## config.mk

```make
export PLATFORM = sky130hd
export DESIGN_NAME = priority_arbiter_n
export DESIGN_NICKNAME = d
export VERILOG_FILES = /design/src/rtl/priority_arbiter_n.sv
export SDC_FILE = /design/constraint.sdc
export NUM_CORES = 1
export LEC_CHECK = 0
export CAP_MARGIN = 20
export CORE_AREA = 5 5 42 44
export DETAILED_ROUTE_END_ITERATION = 12
export DIE_AREA = 0 0 47 49
export PLACE_DENSITY = 0.54
export SYNTH_ARGS = -nofsm -noshare
export SYNTH_HDL_FRONTEND = slang
export SYNTH_SLANG_ARGS = --single-unit
```

## constraint.sdc

```tcl
create_clock -name clk -period 1.5 [get_ports clk]
set_input_delay 0.15 -clock clk [delete_from_list [all_inputs] [get_ports clk]]
set_output_delay 0.15 -clock clk [all_outputs]
set_load 0.02 [all_outputs]
```

## src/rtl/priority_arbiter_n.sv

```systemverilog
// priority_arbiter_n: N-way arbiter with fixed-priority or round-robin selection.
// A grant is held for as long as its owner keeps requesting. When the owner
// drops, the grant moves straight to the next winner, or the arbiter goes idle.
// Optional feature macro: ARB_TIMEOUT_EN. It adds an 8-bit hold counter that
// forcibly revokes a contended grant after HOLD_MAX cycles.
module priority_arbiter_n #(
    parameter int N        = 3,
    parameter int RR_MODE  = 0,
    parameter int HOLD_MAX = 16
) (
    input  logic                                  clk,
    input  logic                                  rst,
    input  logic [N-1:0]                          request,
    output logic [N-1:0]                          grants,
    output logic [((N > 1) ? $clog2(N) : 1)-1:0]  grant_idx,
    output logic                                  busy,
    output logic                                  timeout
);

    localparam int IW = (N > 1) ? $clog2(N) : 1;

    // Reject illegal parameter combinations at elaboration time.
    if (N < 2 || N > 16) begin : g_bad_n
        $error("priority_arbiter_n: N must be in 2..16");
    end
    if (HOLD_MAX < 2 || HOLD_MAX > 255) begin : g_bad_hold
        $error("priority_arbiter_n: HOLD_MAX must be in 2..255");
    end
    if (RR_MODE != 0 && RR_MODE != 1) begin : g_bad_mode
        $error("priority_arbiter_n: RR_MODE must be 0 or 1");
    end

    typedef enum logic {IDLE, GRANT} state_t;

    state_t         state;
    logic [IW-1:0]  rr_ptr;       // first index searched on the next new grant
    logic [N-1:0]   mask;         // candidates for the next grant
    logic [N-1:0]   win_onehot;
    logic [IW-1:0]  win_idx;
    logic           win_any;
    logic           found;
    logic           owner_held;
    logic           hold_expired;
    logic           take_new;     // a new grant is issued at this edge
    logic           go_idle;      // the owner left and nobody else is waiting
    logic           revoke;       // the grant is forcibly moved at this edge
    int             start;
    int             j;

    // Pick the winner by searching from the start index and wrapping.
    // While a grant is held, the owner is excluded from the search. This stops a
    // revoked owner, or one that just dropped, from winning again.
    always_comb begin
        // NOTE: every variable gets a default first, so no path leaves a latch.
        mask       = (state == GRANT) ? (request & ~grants) : request;
        win_any    = |mask;
        win_onehot = '0;
        win_idx    = '0;
        found      = 1'b0;
        start      = (RR_MODE != 0) ? int'(rr_ptr) : 0;
        j          = 0;
        for (int off = 0; off < N; off++) begin
            j = start + off;
            if (j >= N) j = j - N;
            if (mask[j] && !found) begin
                found         = 1'b1;
                win_onehot[j] = 1'b1;
                win_idx       = IW'(j);
            end
        end
    end

    // Decide what happens at the coming edge: new grant, go idle, or hold.
    always_comb begin
        owner_held = |(request & grants);
        take_new   = 1'b0;
        go_idle    = 1'b0;
        revoke     = 1'b0;
        if (state == IDLE) begin
            take_new = win_any;
        end else if (!owner_held) begin
            take_new = win_any;
            go_idle  = !win_any;
        end else if (hold_expired && win_any) begin
            take_new = 1'b1;
            revoke   = 1'b1;
        end
    end

    // Arbiter FSM with registered grant outputs and the round-robin pointer.
    always_ff @(posedge clk) begin
        // NOTE: sequential state uses non-blocking assignments only.
        if (rst) begin
            state     <= IDLE;
            grants    <= '0;
            grant_idx <= '0;
            busy      <= 1'b0;
            rr_ptr    <= '0;
        end else if (take_new) begin
            state     <= GRANT;
            grants    <= win_onehot;
            grant_idx <= win_idx;
            busy      <= 1'b1;
            rr_ptr    <= (win_idx == IW'(N - 1)) ? '0 : win_idx + 1'b1;
        end else if (go_idle) begin
            state     <= IDLE;
            grants    <= '0;
            grant_idx <= '0;
            busy      <= 1'b0;
        end
    end

`ifdef ARB_TIMEOUT_EN
    logic [7:0] hold_cnt;

    // The counter can run past the limit while nobody else is waiting.
    // A contender that arrives later must still trigger revocation.
    assign hold_expired = (hold_cnt >= 8'(HOLD_MAX - 1));

    // Hold counter clears on each new grant and saturates while held. It also
    // produces the one-cycle revocation pulse.
    always_ff @(posedge clk) begin
        if (rst) begin
            hold_cnt <= '0;
            timeout  <= 1'b0;
        end else begin
            timeout <= revoke;
            if (take_new) begin
                hold_cnt <= '0;
            end else if (state == GRANT && hold_cnt != 8'hFF) begin
                hold_cnt <= hold_cnt + 8'd1;
            end
        end
    end
`else
    assign hold_expired = 1'b0;
    assign timeout      = 1'b0;
`endif

endmodule

```

# --- Yosys cells after proc, flatten, opt, wreduce, memory -nomap -nowiden ---
# Index checks and enable logic that the tools add are counted.
totals:
  output_inout_bits: 7
  inputBits: 5
  reg_bits: 6
classes:
  muxes: 17
  bitwise_logic: 3
  n_reduce_logical: 8
ops:
  columns: ["cell", "count"]
  rows:
  - ["$mux W1", 11]
  - ["$mux W3", 3]
  - ["$and A3 B3 Y3", 2]
  - ["$mux W2", 3]
  - ["$reduce_or A3 Y1", 2]
  - ["$logic_not A1 Y1", 3]
  - ["$not A3 Y3", 1]
  - ["$logic_and A1 B1 Y1", 2]
  - ["$reduce_bool A2 Y1", 1]

# --- Longest topological paths before layout ---
# Gate-level depths: netlist of the first run.
logic_depth:
  ltp_word: 11
  depth_mapped: 3
  mapped_depth_nobuf: 3

# --- Worst setup path before layout of the first run ---
# Ideal clock, no wire load.
synth_timing:
  kind: "reg2reg"
  start: "register grants[1]"
  end: "register grants[2]"
  setup_time_ns: 0.084
  arrival_ns: 1.117
  stages_incl_launch_ff: 4
  path_slack_ns: 0.299
  cell_sequence: "dfxtp_1 a222oi_1 or3_1 o31ai_2"
synth_via:
  elab_chain_cells: 9
  word_cells_on_any_way: 18
  classes_between: "mux: 8; bitwise: 3; reduce/logical: 7"
synth_rtl:
  columns: ["item", "line_no", "text"]
  rows:
  - ["start, declared", "14", "output logic [N-1:0] grants,"]
  - ["start signal, assigned", "101", "grants <= win_onehot;"]
  - ["$not A3 Y3", "55", "mask = (state == GRANT) ? (request & ~grants) : request;"]
  - ["$and A3 B3 Y3", "55", null]
  - ["$mux W3", "55", null]
  - ["$logic_and A1 B1 Y1", "65", "if (mask[j] && !found) begin"]
  - ["$mux W1", "65", null]
  - ["$logic_not A1 Y1", "65", null]
  - ["$logic_and A1 B1 Y1", "65", null]
  - ["$mux W1", "65", null]
  - ["$mux W3", "99", "end else if (take_new) begin"]
# Parallel ways exist; a longest one is shown, timed or not.
# A chain may end at the register's enable or synchronous reset.

# --- Worst setup path after layout of the first run ---
layout_timing:
  start: "register grants[0]"
  end: "output grants[0]"
# No word-level cell between the ends.

==> results of run 1 <==
[worst paths after layout]
path	startpoint	end	slack, ps	cells past startpoint
worst max-delay path	grants[0]	grants[0]	110	1
worst min-delay path	grants[1]	grants[1]	570	2
worst max register to register	grants[2]	grants[2]	330	3
worst min register to register	grants[1]	grants[1]	570	2
[placed cells by master, fill, tap and decap left out, drive strengths merged]
cell,count
clkdlybuf4s50,6
dfxtp,4
buf,4
a21oi,3
nor2,3
clkbuf,3
nor2b,2
inv,2
o221ai,2
nand2,2
dlymetal6s2s,2
dlygate4sd2,2
a222oi,1
nand3b,1
or2b,1
a2bb2oi,1
or3,1
o31ai,1
nor3b,1
o21ai,1
a22oi,1
mux2,1
nor3,1
conb,1
[sequential cells by signal (all words and copies together) (netlist names)]
name    cells
state       1
grants      3
[worst reg2reg max path: cells and delay by family, from the launching register on]
kind	cells	cell delay [ps]
AOI/OAI and AO/OA	3	730
DFF	1	370
[stage by stage]
| step | cells | util |
|---|---|---|
| floorplan | 33 | - |
| global placement | 60 | 0.281 |
| detailed placement | 60 | 0.281 |
| CTS | 63 | 0.296 |
| global route | 63 | 0.299 |
| finish | 63 | 0.299 |
[area by class of cell]
cell class                      instances  area [um2]
Sequential cell                         4        80.1
Clock buffer                            3        22.5
Timing Repair Buffer                   14         133
Inverter                                2        7.51
Multi-Input combinational cell         24         156
Tap cell                               16        20.0
Fill cell                             160         982
[cells in the mapped netlist (all sizes together), types with 2 or more instances]
master  count  area, um2
a21oi       3       15.0
buf         3       22.5
dfxtp       4       80.1
inv         2       7.51
nand2       2       7.51
nor2        3       11.3
nor2b       2       12.5
o221ai      2       17.5
[metal layers]
metal / routed length, um / global-route usage
met1: 281 / 0.0833
met2: 317 / 0.0973
met3: 56 / 0.0554
met4: 0 / 0.0276
met5: 0 / 0
[what timing repair did]
action                                  4_1_cts  5_1_grt
setup buffers                                 0        0
hold buffers                                  0        0
resized for setup                             2        2
endpoints found under the setup margin        2        2
[power by group through the flow]
stage                     clock [mW]  combinational [mW]  sequential [mW]
after floorplan                    0              0.0385            0.132
final                          0.131              0.0887            0.122
after global routing           0.152              0.0965            0.124
after global placement             0              0.0914            0.124
after detailed placement           0              0.0913            0.125
after CTS                      0.140              0.0897            0.123
[cell families (layout without fill, tap and decap cells)]
group           count (synthesis)  in the layout  synth area share
simple gates                   12             12             0.244
compound gates                 10             10             0.286
buf+inv                         5             19             0.113
flops                           4              4             0.300
other cells                     1              1            0.0141
mux                             1              1            0.0423
==> results.cfg, run 1 <==
[run_status]
status = complete, no violations

[yosys]
ys.flop_type = dfxtp_1
synth_cell_types = 20
syn-num-nets = 38
syn-instance-count = 33
synth_seq_cells = 4
synth-edff-count = 0
synth_warnings = 0
yosysSeqAreaShare = 0.300
avgSynthCellArea_um2 = 8.08
synthesis.area_um2 = 267
synthArstFlopShare = 0

[power_and_ir_drop]
pwr-share-comb = 0.259
power.internal_mw = 0.250
pwr_density_cell_nw_per_um2 = 817
p_leak_nw = 0.201
clkPwrFrac = 0.384
seq_power_share = 0.357
p_sw_mw = 0.0927
ir_drop_uv = 323
p_sw_frac = 0.271
p_total_mw = 0.342

[clock_tree]
cts.sinks = 4
clockRootBuffer = clkbuf_4
cts_made_buffers = 3
htreeDepth = 1
clockBufferDepth = 2
clk_latency_ps = 230
cts_tree = done
clkTransAtPathRegs_ps = 40

[global_route]
grt_pass1_wl_mm = 1.15
grt_max_degree = 9
grtUsageTotal = 0.0718
antenna_found_initial = 0
grt_pass1_vias = 255
overflow = 0

[route]
finalWirelength_um = 655
drc = 0
antenna_left = 0
wl_per_cell_um = 10.4
drtPass1Iterations = 4
drtIter0Drc = 12
via_per_inst = 4.40
vias = 277

[die]
die_h_um = 49
ios = 12
core_region_area_um2 = 1400
row_count = 14
dieArea_um2 = 2300
die_w_um = 47
start_util = 0.190

[timing]
setup_viol = 0
tns_ps = 0
rsz0062_at_grt = false
fin_crit_ps = 1390
slew_viol_final = 0
skew_ps = 2.25
hold_viol = 0
hold_ws_ps = 575
max_freq_ghz = 0.719
fin_crit_sh = 0.927
timing.final.ws_setup_ps = 109

[critical_path]
cp_slowest_cell = clkdlybuf4s50_1
start_kind = flop
crit_path_end_kind = output port
cpPeakStageDelay_ps = 630
timing.critical_path.buf_inv = 1
required_ps = 1350
crit_arrival_ps = 1240
worst-path-max-fanout = 5
critPathTopFamily = buffers and inverters
path_class = flop to output port
worstPathCellList = clkdlybuf4s50_1

[finish]
fin_nets = 54
antenna_cells = 0
area_growth_pct = 57.3
design_area_um2 = 419
drive_above_1_share = 0.191

[place]
place_area_um2 = 394
hpwl_um = 544
dp_worst_setup_slack_ps = 43.8
port_buffers = 10
gp_congestion = 0.687

[min_path]
hold_class = flop to flop

[flow_run]
cap_viol_max_count = 0
Note: power is estimated with default switching activity, not from simulation.
==> run 2, diff against run 1 <==
- ABC_AREA: not set -> 0
==> results of run 2 <==
Same layout as run 1: the final DEF is identical, and so are final timing and power.
==> run 3, diff against run 2 <==
- HOLD_SLACK_MARGIN: not set -> 0.05
- PLACE_DENSITY: 0.54 -> 0.51
==> run 3 against run 2 <==
  * Clock skew grew 1.6 ps
  * Register-to-register slack got worse by 90 ps
  * Maximum frequency barely moved
==> results.cfg, run 3 (same netlist as run 1, synthesis figures left out) <==
[run_status]
status = complete, no violations

[timing]
skew_ps = 3.81
setup_viol = 0
fin_crit_sh = 0.928
fin_crit_ps = 1390
slew_viol_final = 0
max_freq_ghz = 0.719
tns_ps = 0
rsz0062_at_grt = false
hold_viol = 0

[die]
start_util = 0.190
ios = 12
die_w_um = 47
dieArea_um2 = 2300
row_count = 14
die_h_um = 49
core_region_area_um2 = 1400

[flow_run]
cap_viol_max_count = 0

[clock_tree]
htreeDepth = 1
cts_hold_buf = 0
clk_latency_ps = 240
cts_tree = done
clockBufferDepth = 2
cts_made_buffers = 3
cts.sinks = 4
clockRootBuffer = clkbuf_4
clkTransAtPathRegs_ps = 40

[global_route]
antenna_found_initial = 0
grtUsageTotal = 0.0627
grt_pass1_wl_mm = 1.02
grt_pass1_vias = 230
grt_max_degree = 9
overflow = 0

[power_and_ir_drop]
p_sw_frac = 0.273
seq_power_share = 0.357
pwr-share-comb = 0.259
p_sw_mw = 0.0936
clkPwrFrac = 0.384
power.internal_mw = 0.250
ir_drop_uv = 467
pwr_density_cell_nw_per_um2 = 819
p_leak_nw = 0.201

[route]
via_per_inst = 4.57
drc = 0
drtIter0Drc = 22
antenna_left = 0
drtPass1Iterations = 4
finalWirelength_um = 700
wl_per_cell_um = 11.1
vias = 288

[critical_path]
cp.depth = 1
crit_start = grants[0]
worst-path-max-fanout = 5
cpPeakStageDelay_ps = 630
worstPathCellList = clkdlybuf4s50_1
reg2reg_from = grants[2]
rr_worst_depth = 3
start_kind = flop
r2r_end = grants[2]
crit_arrival_ps = 1240
required_ps = 1350
cp-endpoint = grants[0]
cp_slowest_cell = clkdlybuf4s50_1
path_class = flop to output port
rrSetupSlack_ps = 240
critPathTopFamily = buffers and inverters
timing.critical_path.buf_inv = 1
crit_path_end_kind = output port

[finish]
antenna_cells = 0
regMostFlops = grants
final_core_utilization = 0.299
final_cell_mix = clkdlybuf4s50_1 (6), dfxtp_1 (4), buf_4 (4)
fin_nets = 54
reg_top3 = grants: 3 flops, state: 1 flops
area_growth_pct = 57.3
drive_above_1_share = 0.191
largest_reg_flops = 3
layout_commonest_cell = clkdlybuf4s50_1

[min_path]
hold_class = flop to flop

[place]
gp_congestion = 0.666
port_buffers = 10
hpwl_um = 532
-- run 3: cell counts in the layout (fill, tap and decap cells not counted) --
No cell type changed its count.
-- run 3: how the worst min path moves through the flow --
stage,start,to,slack [ps],cells after the start
floorplan,rst,grants[0],220,1
global placement,grants[1],grants[1],570,2
detailed placement,grants[1],grants[1],570,2
CTS,grants[1],grants[1],580,2
global route,grants[1],grants[1],600,2
finish,grants[1],grants[1],570,2
-- run 3: stage by stage --
stage	setup WS (ps)	power, mW	hold WS, ps	area, um2	instances
CTS	24.3	0.350	582	414	63
global placement	39.6	0.216	571	394	60
finish	108	0.343	572	419	63
detailed placement	2.52	0.216	571	394	60
floorplan	299	0.171	219	267	33
global route	46.3	0.365	599	419	63
-- run 3: metal layers --
layer,wire [um],vias up,GRT usage
li1,-,146,-
met1,306,132,0.0747
met2,323,10,0.0905
met3,70,0,0.0554
met4,0,0,0
met5,0,-,0
-- run 3: cell type report --
| cell class | instances | area [um2] |
|---|---|---|
| Sequential cell | 4 | 80.1 |
| Tap cell | 16 | 20.0 |
| Inverter | 2 | 7.51 |
| Timing Repair Buffer | 14 | 133 |
| Clock buffer | 3 | 22.5 |
| Multi-Input combinational cell | 24 | 156 |
| Fill cell | 171 | 982 |
-- run 3: power groups by stage --
stage                     combinational [mW]  clock [mW]  sequential (mW)
after floorplan                       0.0385           0            0.132
after global placement                0.0916           0            0.124
after detailed placement              0.0912           0            0.124
after CTS                             0.0899       0.137            0.123
after global routing                  0.0965       0.144            0.124
final                                 0.0890       0.132            0.122
-- run 3: repair_timing --
item                                    CTS  global route
setup buffers                             0             0
gates cloned                              0             0
gates resized for setup                   2             2
endpoints found under the setup margin    2             2
